`src/rtl/clk_step_ctrl.sv`:
```
// rtl/clk_step_ctrl.sv - run/halt/single-step processor clock controller with programmable divider
// Optional tick counter on cyc_cnt enabled by CLK_STEP_CYC_COUNT_EN.
module clk_step_ctrl #(
    parameter int          DIV_W   = 26,
    parameter int unsigned DEF_DIV = 10000000,
    parameter int unsigned DEB_CNT = 500000
) (
    input  logic             clkin,
    input  logic             rstn,
    input  logic             run_sw,
    input  logic             step_btn,
    input  logic             halt_req,
    input  logic             div_load,
    input  logic [DIV_W-1:0] div_val,
    output logic             clkout,
    output logic             tick,
    output logic [1:0]       state,
    output logic [31:0]      cyc_cnt
);

    localparam int               DEB_W     = (DEB_CNT > 1) ? $clog2(DEB_CNT) : 1;
    localparam logic [DEB_W-1:0] DEB_LAST  = DEB_W'(DEB_CNT - 1);
    localparam logic [DIV_W-1:0] DEF_DIV_V = DIV_W'(DEF_DIV);

    typedef enum logic [1:0] {
        S_HALT    = 2'b00,
        S_RUN     = 2'b01,
        S_STEP_HI = 2'b10,
        S_STEP_LO = 2'b11
    } state_t;

    state_t           st;
    logic             run_s1, run_s;
    logic             btn_s1, btn_s;
    logic             btn_db;
    logic [DEB_W-1:0] deb_cnt;
    logic [DIV_W-1:0] cnt, div_q, pend_q;
    logic             pend_v;

    logic             step_evt;
    logic             term;
    logic             stop;
    logic             go_run;
    logic             go_step;
    logic             rise;
    logic [DIV_W-1:0] div_nz;

    assign state = st;

    always_ff @(posedge clkin or negedge rstn) begin
        if (!rstn) begin
            run_s1 <= 1'b0;
            run_s  <= 1'b0;
            btn_s1 <= 1'b0;
            btn_s  <= 1'b0;
        end else begin
            run_s1 <= run_sw;
            run_s  <= run_s1;
            btn_s1 <= step_btn;
            btn_s  <= btn_s1;
        end
    end

    // A new button level is accepted on its DEB_CNT-th consecutive cycle; only 0->1 is a step.
    assign step_evt = (btn_s != btn_db) && (deb_cnt == DEB_LAST) && btn_s;

    always_ff @(posedge clkin or negedge rstn) begin
        if (!rstn) begin
            btn_db  <= 1'b0;
            deb_cnt <= '0;
        end else if (btn_s == btn_db) begin
            deb_cnt <= '0;
        end else if (deb_cnt == DEB_LAST) begin
            btn_db  <= btn_s;
            deb_cnt <= '0;
        end else begin
            deb_cnt <= deb_cnt + DEB_W'(1);
        end
    end

    assign div_nz  = (div_val == '0) ? DIV_W'(1) : div_val;
    assign term    = (cnt == div_q - DIV_W'(1));
    assign stop    = !run_s || halt_req;
    assign go_run  = run_s && !halt_req;
    assign go_step = step_evt && !run_s;
    assign rise    = ((st == S_HALT) && (go_run || go_step))
                   || ((st == S_RUN) && term && !clkout && !stop);

    always_ff @(posedge clkin or negedge rstn) begin
        if (!rstn) begin
            st     <= S_HALT;
            clkout <= 1'b0;
            tick   <= 1'b0;
            cnt    <= '0;
        end else begin
            tick <= 1'b0;
            case (st)
                S_HALT: begin
                    cnt <= '0;
                    if (go_run) begin
                        st     <= S_RUN;
                        clkout <= 1'b1;
                        tick   <= 1'b1;
                    end else if (go_step) begin
                        st     <= S_STEP_HI;
                        clkout <= 1'b1;
                        tick   <= 1'b1;
                    end
                end
                S_RUN: begin
                    cnt <= term ? '0 : cnt + DIV_W'(1);
                    // Stop is only honoured at the end of a low phase, so periods are never cut.
                    if (term) begin
                        if (clkout) begin
                            clkout <= 1'b0;
                        end else if (stop) begin
                            st <= S_HALT;
                        end else begin
                            clkout <= 1'b1;
                            tick   <= 1'b1;
                        end
                    end
                end
                S_STEP_HI: begin
                    cnt <= term ? '0 : cnt + DIV_W'(1);
                    if (term) begin
                        clkout <= 1'b0;
                        st     <= S_STEP_LO;
                    end
                end
                S_STEP_LO: begin
                    cnt <= term ? '0 : cnt + DIV_W'(1);
                    if (term) begin
                        st <= S_HALT;
                    end
                end
                default: st <= S_HALT;
            endcase
        end
    end

    // While clocking, a new half-period waits for the next rising edge of clkout.
    always_ff @(posedge clkin or negedge rstn) begin
        if (!rstn) begin
            div_q  <= DEF_DIV_V;
            pend_q <= '0;
            pend_v <= 1'b0;
        end else if ((st == S_HALT) && div_load) begin
            div_q  <= div_nz;
            pend_v <= 1'b0;
        end else begin
            if (rise && pend_v) begin
                div_q  <= pend_q;
                pend_v <= 1'b0;
            end
            if (div_load) begin
                pend_q <= div_nz;
                pend_v <= 1'b1;
            end
        end
    end

`ifdef CLK_STEP_CYC_COUNT_EN
    logic [31:0] cyc_q;

    // Counted on the same edge that raises tick so both outputs move together.
    always_ff @(posedge clkin or negedge rstn) begin
        if (!rstn) begin
            cyc_q <= '0;
        end else if (rise) begin
            cyc_q <= cyc_q + 32'd1;
        end
    end

    assign cyc_cnt = cyc_q;
`else
    assign cyc_cnt = '0;
`endif

endmodule

```
`config.mk`:
```
export PLATFORM = sky130hd
export DESIGN_NAME = clk_step_ctrl
export DESIGN_NICKNAME = d
export VERILOG_FILES = /design/src/rtl/clk_step_ctrl.sv
export SDC_FILE = /design/constraint.sdc
export NUM_CORES = 1
export LEC_CHECK = 0
export CORE_UTILIZATION = 38
export CTS_BUF_LIST = sky130_fd_sc_hd__clkbuf_4 sky130_fd_sc_hd__clkbuf_8 sky130_fd_sc_hd__clkbuf_16
export DETAILED_ROUTE_END_ITERATION = 10
export PLACE_DENSITY = 0.57
export SKIP_LAST_GASP = 1
export SLEW_MARGIN = 20
export SYNTH_ARGS = -nofsm -noshare
export SYNTH_HDL_FRONTEND = slang
export SYNTH_SLANG_ARGS = --single-unit
```
`constraint.sdc`:
```
create_clock -name clkin -period 7.1 [get_ports clkin]
set_input_delay 1.065 -clock clkin [delete_from_list [all_inputs] [get_ports clkin]]
set_output_delay 1.065 -clock clkin [all_outputs]
set_load 0.1 [all_outputs]
```
==> impl_metrics.ini <==
[yosys]
ys_ff_latch = 107
ys_seq_area_share_pct = 37.4
synth_edf_count = 0
synthFlopType = dfrtp_1
synth_common_cells = 99 x dfrtp_1, 79 x nand2_1, 72 x nand3_1
synthArstFlopShare_pct = 100
synth_cells = 823
avgSynthCellArea_sq_um = 8.74
synthDistinctLibCells = 64
yosysWarnings = 0
syn_area_sq_um = 7190
synth_area_leader_cell = dfrtp_1
synth_most_common_cell = dfrtp_1
synth_area_leaders = dfrtp_1 34%, nand3_1 5.0%, xnor2_1 4.5%
synth_top_area_share_pct = 34.5

[final_layout]
antenna_cells = 0
fillCellCount = 1804
final_cells = 1049
final_nets = 850
syn_to_final_growth_pct = 8.89
final_layout_size_suffix_gt1_share_pct = 13.8
utilization_pct = 42.9

[clock_tree]
cts_hold_buf = 0
htreeDepth = 3
cts_setup_buffers = 0
numCtsBuffers = 9
cts_buffer_depth = 2
cts_root_buffer = clkbuf_16
clkSlewWorstSetupHoldPaths_ns = 0.07
clk_latency_ns = 0.36
cts.repair.resized = 0
clock_sinks = 107
tritoncts = built

[floorplanning]
die_x_um = 140
start_util_pct = 39.4
die_y_um = 140
io_pins = 68
die_area_sq_um = 19500
coreArea_sq_um = 18300
rows = 49

[place]
place_congestion = 0.902
dp_hpwl_um = 11900
placed_cells = 1033
port_buffers = 35

[worst_setup_path]
reg2reg_slack_ns = 3.10
cp.required_ns = 7.34
crit_type = reg2reg
cp.arrival_ns = 4.23
critPathCaptureType = flip-flop
cpMostUsedCell = a31oi_1
path_cells = inv_1 > ha_1 > or3b_2 > nor4_1 > mux2_2 > a31oi_1 > o221a_2 > a31oi_1 > a311o_1
slowest_stage = o221a_2
path_max_fanout = 53
crit_path_max_incr_delay_ns = 0.98
crit_path_start_kind = flip-flop

[detailed_routing]
via_count = 6035
drt_iter0_markers = 363
drc = 0
via_per_inst = 5.75
drtAntennaViolNets = 0
first_pass_iters = 4
wire_per_inst_um = 17.2
wirelength_um = 18100

[timing]
worst_pin_slew_ns = 1.08
skew_ns = 0.0158
holdWs_ns = 0.354
fmax_ghz = 0.250
tns_ns = 0
setup_viol = 0
hold_viol = 0
rsz0062_at_grt = false
fin_crit_sh_pct = 56.3
period_needed_ns = 4.00
drv_slew = 0
maxSlewHeadroom_pct = 27.8

[global_route]
grt_pass1_vias = 5499
grt_max_degree = 64
grt_usage_pct = 19.0
grt.overflow.total = 0
grt_pass1_wl_um = 29600
antenna_found_initial = 0

[power]
peakVddDrop_mv = 0.109
power.density_nw_per_um2 = 166
leakage_nw = 3.21

[outcome]
outcome = complete, no violations

[min_path]
hold_path.class = reg2reg

[job]
cap_violations = 0
==> power breakdown <==
part | switching [mW] | leakage, nW | internal [mW] | total (mW)
Clock | 0.239 | 0.137 | 0.259 | 0.498
Combinational | 0.125 | 1.73 | 0.0410 | 0.166
Sequential | 0.00965 | 1.34 | 0.627 | 0.637
Total | 0.373 | 3.21 | 0.927 | 1.30
==> cell usage in the layout (no fill, tap or decap), drive strengths merged, types with 9 or more instances in the layout <==
cell type,instances
o21ai,9
nand2,79
xnor2,37
nand3,72
dfrtp,99
buf,12
and3,32
a21oi,32
nor3,44
xor2,30
conb,32
inv,13
a31o,25
clkbuf,12
nor2,46
nor4,20
mux2,27
a221oi,24
nand4,39
clkdlybuf4s50,34
==> stage by stage <==
stage / worst slack (ns) / power (mW) / instance area [sq um]
4_1_cts: 3.09 / 1.32 / 7830
3_5_place_dp: 3.11 / 0.814 / 7540
5_1_grt: 2.82 / 1.35 / 7830
6_report: 3.10 / 1.30 / 7830
2_1_floorplan: 3.92 / 0.779 / 7310
3_3_place_gp: 3.16 / 0.814 / 7540
==> critical path, delay by kind of cell (launching register included) <==
kind                     cells  cell delay [ns]
AO/OA/AOI/OAI                4             1.75
adder cells (fa/ha/maj)      1             0.19
buffers and inverters        1             0.10
flip-flops                   1             0.43
multiplexers                 1             0.40
AND/OR/NAND/NOR              2             0.99
==> path summary, 6_finish.rpt <==
kind                            cells after the start               endpoint            startpoint
worst max-delay path                                9   div_q[0]$_DFFE_PN0P_  div_q[0]$_DFFE_PN0P_
worst min-delay path                                0        run_s$_DFF_PN0_      run_s1$_DFF_PN0_
worst max register to register                      9   div_q[0]$_DFFE_PN0P_  div_q[0]$_DFFE_PN0P_
worst min register to register                      0        run_s$_DFF_PN0_      run_s1$_DFF_PN0_
max in group asynchronous                           2   div_q[0]$_DFFE_PN0P_                  rstn
min in group asynchronous                           1  deb_cnt[15]$_DFF_PN0_                  rstn
==> per-layer routing <==
layer  share of wire (%)  vias up  GRT usage (%)
met5                   0        -              0
met4                 1.2        0           5.44
met3                 4.3       17           3.03
met2                  46      152           29.8
met1                  49     2927           27.0
li1                    -     2939              -
==> flip-flops by register name, summed over array words and instances (netlist names) <==
signal and cells:
btn_s1 1, cnt 26, clkout 1, run_s 1, state 2, btn_db 1
div_q 26, run_s1 1, pend_q 26, tick 1, pend_v 1, btn_s 1
deb_cnt 19
==> cell type report <==
| cell class | count | area [sq um] | share of cell area (%) |
|---|---|---|---|
| clock buffers | 12 | 254 | 3.24 |
| clock inverters | 4 | 32.5 | 0.415 |
| inverters | 12 | 45.0 | 0.575 |
| multi-input cells | 639 | 4090 | 52.3 |
| flip-flops and latches | 107 | 2690 | 34.3 |
| well taps | 229 | 287 | 3.66 |
| repair buffers | 46 | 430 | 5.50 |
==> logic make-up (layout without fill, tap and decap cells) <==
group                      Yosys count  count (layout)  share of synthesized area, %
other                                1              32                        0.0522
AOI/OAI and AO/OA                  124             124                          12.8
adders and majority gates            3               3                         0.522
xor gates and xnor gates            68              68                          8.47
muxes                               29              29                          4.68
and+or+nand+nor                    383             383                          28.5
DFF                                107             107                          37.4
buffers and inverters              108              74                          7.60
Note: power is estimated with default switching activity, not from simulation.
